[src/rtl/aes_mode_pkg.sv]
// Shared types for the AES block-cipher mode controller: block width,
// mode encoding and controller state.
package aes_mode_pkg;

  localparam int unsigned BLK_W = 128;

  typedef enum logic [1:0] {
    MODE_ECB = 2'd0,
    MODE_CBC = 2'd1,
    MODE_CFB = 2'd2,
    MODE_OFB = 2'd3
  } mode_e;

  typedef enum logic [1:0] {
    IDLE,
    ISSUE,
    WAIT,
    OUT
  } state_e;

endpackage

[src/rtl/aes_mode_xform.sv]
// Mode pre/post-processing around the AES core: core input, output block and
// next chaining value for ECB/CBC/CFB-128/OFB.
module aes_mode_xform
  import aes_mode_pkg::*;
(
  input  logic [1:0]       mode_i,
  input  logic [BLK_W-1:0] in_data_i,
  input  logic [BLK_W-1:0] chain_i,
  input  logic [BLK_W-1:0] pt_i,
  input  logic [BLK_W-1:0] core_dout_i,
  output logic [BLK_W-1:0] core_din_o,
  output logic [BLK_W-1:0] out_data_o,
  output logic [BLK_W-1:0] chain_o
);

  always_comb begin
    core_din_o = in_data_i;
    out_data_o = core_dout_i;
    chain_o    = chain_i;
    case (mode_e'(mode_i))
      MODE_ECB: ;
      MODE_CBC: begin
        core_din_o = in_data_i ^ chain_i;
        chain_o    = core_dout_i;
      end
      MODE_CFB: begin
        core_din_o = chain_i;
        out_data_o = core_dout_i ^ pt_i;
        chain_o    = core_dout_i ^ pt_i;
      end
      MODE_OFB: begin
        core_din_o = chain_i;
        out_data_o = core_dout_i ^ pt_i;
        chain_o    = core_dout_i;
      end
      default: ;
    endcase
  end

endmodule

[src/rtl/aes_mode_ctrl.sv]
// Sequences a single-block AES core over a stream of blocks, one block in
// flight at a time, applying the selected cipher mode and IV chaining.
module aes_mode_ctrl
  import aes_mode_pkg::MODE_ECB, aes_mode_pkg::state_e, aes_mode_pkg::IDLE,
         aes_mode_pkg::ISSUE, aes_mode_pkg::WAIT, aes_mode_pkg::OUT;
#(
  parameter int unsigned BLK_W = 128
) (
  input  logic             clk,
  input  logic             rst_n,
  input  logic             cfg_load,
  input  logic [1:0]       cfg_mode,
  input  logic [BLK_W-1:0] cfg_iv,
  output logic             cfg_err,
  input  logic             in_valid,
  output logic             in_ready,
  input  logic [BLK_W-1:0] in_data,
  input  logic             in_last,
  output logic             out_valid,
  input  logic             out_ready,
  output logic [BLK_W-1:0] out_data,
  output logic             out_last,
  output logic             core_start,
  output logic [BLK_W-1:0] core_din,
  input  logic             core_done,
  input  logic [BLK_W-1:0] core_dout,
  output logic             busy,
  output logic [31:0]      blk_cnt
);

  state_e           state_q, state_d;
  logic [1:0]       mode_q, mode_d;
  logic [BLK_W-1:0] iv_q, iv_d, chain_q, chain_d, pt_q, pt_d;
  logic [BLK_W-1:0] out_q, out_d, din_q, din_d;
  logic             last_q, last_d, err_q, err_d, rdy_q, rdy_d;
  logic [31:0]      cnt_q, cnt_d;

  logic             cfg_now;
  logic [1:0]       mode_sel;
  logic [BLK_W-1:0] chain_sel, x_din, x_out, x_chain;

  // A config load in IDLE takes effect for a block accepted in the same cycle.
  assign cfg_now   = cfg_load && (state_q == IDLE);
  assign mode_sel  = cfg_now ? cfg_mode : mode_q;
  assign chain_sel = cfg_now ? cfg_iv : chain_q;

  aes_mode_xform u_xform (
    .mode_i      (mode_sel),
    .in_data_i   (in_data),
    .chain_i     (chain_sel),
    .pt_i        (pt_q),
    .core_dout_i (core_dout),
    .core_din_o  (x_din),
    .out_data_o  (x_out),
    .chain_o     (x_chain)
  );

  always_comb begin
    state_d = state_q;
    mode_d  = mode_q;
    iv_d    = iv_q;
    chain_d = chain_q;
    pt_d    = pt_q;
    last_d  = last_q;
    out_d   = out_q;
    din_d   = din_q;
    err_d   = err_q;
    cnt_d   = cnt_q;

    if (cfg_load) begin
      if (cfg_now) begin
        mode_d  = cfg_mode;
        iv_d    = cfg_iv;
        chain_d = cfg_iv;
        cnt_d   = '0;
        err_d   = 1'b0;
      end else begin
        err_d = 1'b1;
      end
    end

    case (state_q)
      IDLE: begin
        if (in_valid && rdy_q) begin
          pt_d    = in_data;
          last_d  = in_last;
          din_d   = x_din;
          state_d = ISSUE;
        end
      end
      ISSUE: state_d = WAIT;
      WAIT: begin
        if (core_done) begin
          out_d   = x_out;
          chain_d = x_chain;
          state_d = OUT;
        end
      end
      OUT: begin
        if (out_ready) begin
          cnt_d = cnt_q + 32'd1;
          if (last_q) chain_d = iv_q;
          state_d = IDLE;
        end
      end
      default: state_d = IDLE;
    endcase

    // Registered so in_ready stays low while reset is held.
    rdy_d = (state_d == IDLE);
  end

  always_ff @(posedge clk or negedge rst_n) begin
    if (!rst_n) begin
      state_q <= IDLE;
      mode_q  <= MODE_ECB;
      iv_q    <= '0;
      chain_q <= '0;
      pt_q    <= '0;
      last_q  <= 1'b0;
      out_q   <= '0;
      din_q   <= '0;
      err_q   <= 1'b0;
      cnt_q   <= '0;
      rdy_q   <= 1'b0;
    end else begin
      state_q <= state_d;
      mode_q  <= mode_d;
      iv_q    <= iv_d;
      chain_q <= chain_d;
      pt_q    <= pt_d;
      last_q  <= last_d;
      out_q   <= out_d;
      din_q   <= din_d;
      err_q   <= err_d;
      cnt_q   <= cnt_d;
      rdy_q   <= rdy_d;
    end
  end

  assign in_ready   = rdy_q;
  assign core_start = (state_q == ISSUE);
  assign busy       = (state_q != IDLE);
  assign out_valid  = (state_q == OUT);
  assign out_data   = out_q;
  assign out_last   = last_q;
  assign core_din   = din_q;
  assign blk_cnt    = cnt_q;
  assign cfg_err    = err_q;

endmodule

[config.mk]
export PLATFORM = sky130hd
export DESIGN_NAME = aes_mode_ctrl
export DESIGN_NICKNAME = d
export VERILOG_FILES = /design/src/rtl/aes_mode_pkg.sv /design/src/rtl/aes_mode_xform.sv /design/src/rtl/aes_mode_ctrl.sv
export SDC_FILE = /design/constraint.sdc
export NUM_CORES = 2
export LEC_CHECK = 0
export CORE_UTILIZATION = 45
export CTS_CLUSTER_SIZE = 8
export DETAILED_ROUTE_END_ITERATION = 8
export GPL_TIMING_DRIVEN = 0
export PLACE_DENSITY = 0.74
export SLEW_MARGIN = 0
export SYNTH_ARGS = -nofsm -noshare
export SYNTH_HDL_FRONTEND = slang
export SYNTH_HIERARCHICAL = 1
export SYNTH_SLANG_ARGS = --single-unit
[constraint.sdc]
create_clock -name clk -period 3.35 [get_ports clk]
set_input_delay 0.5025 -clock clk [delete_from_list [all_inputs] [get_ports clk]]
set_output_delay 0.5025 -clock clk [all_outputs]
set_load 0.01 [all_outputs]
==> flow_summary.yaml <==
status:
  status: "completed"
layout:
  mostFrequentLayoutCell: "nand2_1"
  seqCellArea_sq_um: 16990
  nNetsFinal: 4918
  stdcell_count: 5629
  mostFrequentLayoutCells: "869 x nand2_1, 684 x clkdlybuf4s50_1, 679 x dfrtp_1, 392 x mux2_2, 285 x o21ai_0"
  drive_gt1_share_pct: 18.71
  area_delta_synth_final_pct: 29.84
  n_fill_cell: 6956
  multi_input_area_sq_um: 18510
clock_tree:
  cts_sinks: 679
  cts_root_buf: "clkbuf_16"
  path_clk_slew_ps: 60
  clk-insertion-delay-late_ps: 660
  cts_tree: "yes"
  cts.path.max_buffers: 3
  cts.htree.levels: 3
  numCtsBuffers: 95
synthesis:
  postSynth.asyncResetShare_pct: 100.0
  synth-edff-count: 0
  ys_ff_latch: 679
  avgSynthCellArea_sq_um: 9.912
  netlist_area_sq_um: 37030
  syn-num-nets: 4130
  synth_cell_types: 51
  seq_area_frac_synth_pct: 45.88
  yosysWarnings: 6
  syn_inst: 3736
  ys.flop_type: "dfrtp_1"
pwr:
  p_switching_mw: 20.78
  sw_frac_of_total_pct: 42.17
  vdd_drop_max_uv: 578.5
  power_frac_comb_pct: 53.0
  clkPwrFrac_pct: 17.8
  p_leak_nw: 20.37
  power.internal_mw: 28.49
  power.density_nw_per_um2: 1025
  pwr-share-seq_pct: 29.2
placement:
  place_congestion: 0.9303
  place_worst_setup_slack_ps: -1706
  io_buffers: 686
  dp_cells: 5488
  dp_hpwl_mm: 112.9
timing:
  setup_violations: 0
  tns_ps: 0
  tightest_slew_ps: 1399
  max_clock_freq_ghz: 0.3047
  min_period_ps: 3282
  fin_crit_sh_pct: 97.97
  skew_ps: 21.61
  grt_setup_unrepaired: "yes"
  max-slew-margin-rel_pct: 5.880
  final.setup.worst_slack_ps: 68.05
  hold_viol_final: 0
  slew_viol_final: 0
worst_setup_path:
  crit_type: "reg -> reg"
  arrival_ps: 3880
  cp_max_fo: 28
  startpoint_type: "flop"
  required_ps: 3950
  regToRegStartpoint: "state_q[0]"
  crit_start: "state_q[0]"
  cp-end-kind: "flop"
  rrSetupSlack_ps: 70
die:
  die_w_um: 288.9
  fp-row-count: 104
  pin_count: 687
  coreArea_sq_um: 80940
  die_h_um: 288.9
  start_util_pct: 45.75
  die-area_sq_um: 83440
route:
  firstDrtPassIters: 8
  wl_mm: 154.6
  vias: 34750
  wire_per_inst_um: 27.47
  via_per_inst: 6.173
  ant_nets: 0
  drc_errors: 0
  first_iter_violations: 3749
run:
  max_cap_viol_count: 0
global_route:
  antenna_found_initial: 41
  grt_usage_pct: 36.07
  grt_max_degree: 120
  grt_pass1_vias: 33680
  gr-total-overflow: 0
  grt_pass1_wl_mm: 221.7
min_path:
  hold_class: "in -> reg"
  hp-start: "cfg_load"
-- routing by layer --
layer / wire (um) / global-route usage (%)
met1: 60730 / 47.27
met2: 72300 / 57.66
met3: 14990 / 7.567
met4: 6482 / 15.71
met5: 134 / 0
-- cells by family after synthesis --
logic type | synth area share, %
and+or+nand+nor | 15.12
AOI/OAI and AO/OA | 19.33
DFF | 45.88
muxes | 12.41
buffers and inverters | 4.207
xor gates and xnor gates | 3.027
adders and majority gates | 0.03378
-- metrics by stage --
stage | power, mW | hold WS, ps | instance area (sq um) | util (%)
final | 49.27 | 309.6 | 48080 | 59.41
after global routing | 51.56 | 340.7 | 48050 | 59.37
after CTS | 48.73 | 373.2 | 47960 | 59.25
after detailed placement | 39.78 | 462.8 | 45390 | 56.09
after global placement | 39.24 | 454.1 | 45220 | 55.88
after floorplan | 29.15 | 206.9 | 37030 | -
-- state kept, by name, indices dropped and copies added (netlist names) --
register  flops
core_din    128
blk_cnt      32
pt_q        128
mode_q        2
iv_q        128
out_data    128
out_last      1
in_ready      1
cfg_err       1
state_q       2
chain_q     128
-- layout make-up --
class / count / share of cell area, %
Tap cell: 1060 / 2.758
Sequential cell: 679 / 35.34
Clock buffer: 99 / 5.040
Antenna cell: 36 / 0.1874
Buffer: 291 / 3.182
Timing Repair Buffer: 694 / 14.68
Multi-Input combinational cell: 2745 / 38.49
Inverter: 18 / 0.1405
Clock inverter: 7 / 0.1874
-- cells in the mapped netlist (all sizes together), types with 3 or more instances --
cell | n | area (sq um)
nand2 | 919 | 3575
dfrtp | 679 | 16990
mux2 | 394 | 4444
o21ai | 286 | 1431
buf | 178 | 1055
a21oi | 142 | 710.7
o22ai | 129 | 1433
nand3b | 128 | 960.9
xnor2 | 128 | 1121
a32o | 123 | 1231
nor2 | 119 | 446.7
clkbuf | 116 | 435.4
a221o | 109 | 1091
a311oi | 109 | 954.7
nand3 | 40 | 200.2
inv | 18 | 67.57
mux2i | 15 | 150.1
and2 | 14 | 87.58
nand4 | 13 | 81.33
o211ai | 13 | 97.59
a22oi | 10 | 75.07
nor3 | 9 | 45.04
nor4 | 8 | 50.05
o31ai | 5 | 37.54
and3 | 4 | 25.02
and4 | 4 | 35.03
or3 | 3 | 18.77
-- power groups by stage --
stage          Sequential, mW  Clock [mW]  Combinational [mW]
6_report                 14.4        8.78                26.1
5_1_grt                  14.8        9.15                27.6
4_1_cts                  14.3        8.82                25.6
3_3_place_gp             14.4           0                24.8
3_5_place_dp             14.4           0                25.4
2_1_floorplan            14.5           0                14.6
-- worst paths after layout --
kind                                     end  cells past startpoint
worst max-delay path             chain_q[32]                     12
worst min-delay path                 cfg_err                      3
worst max register to register   chain_q[32]                     12
worst min register to register       iv_q[9]                      2
max in group asynchronous       out_data[68]                      5
min in group asynchronous        out_data[9]                      2
-- worst max-delay path, cell delays in order (launching register included) --
cell	delay (ps)
dfrtp_1	370
buf_6	140
or3b_1	360
buf_2	170
buf_6	220
nand2_1	120
nand2_1	100
inv_2	310
buf_6	330
clkbuf_4	320
o22ai_2	110
a21oi_1	400
a221o_1	240
-- timing repair --
item / CTS / global route
buffers inserted: 1 / 0
hold buffers: 1 / 0
hold endpoints to repair: 81 / 0
setup endpoints to repair: 384 / 177
resized for setup: 13 / 23
pin swaps: 0 / 1
Note: power is estimated with default switching activity, not from simulation.
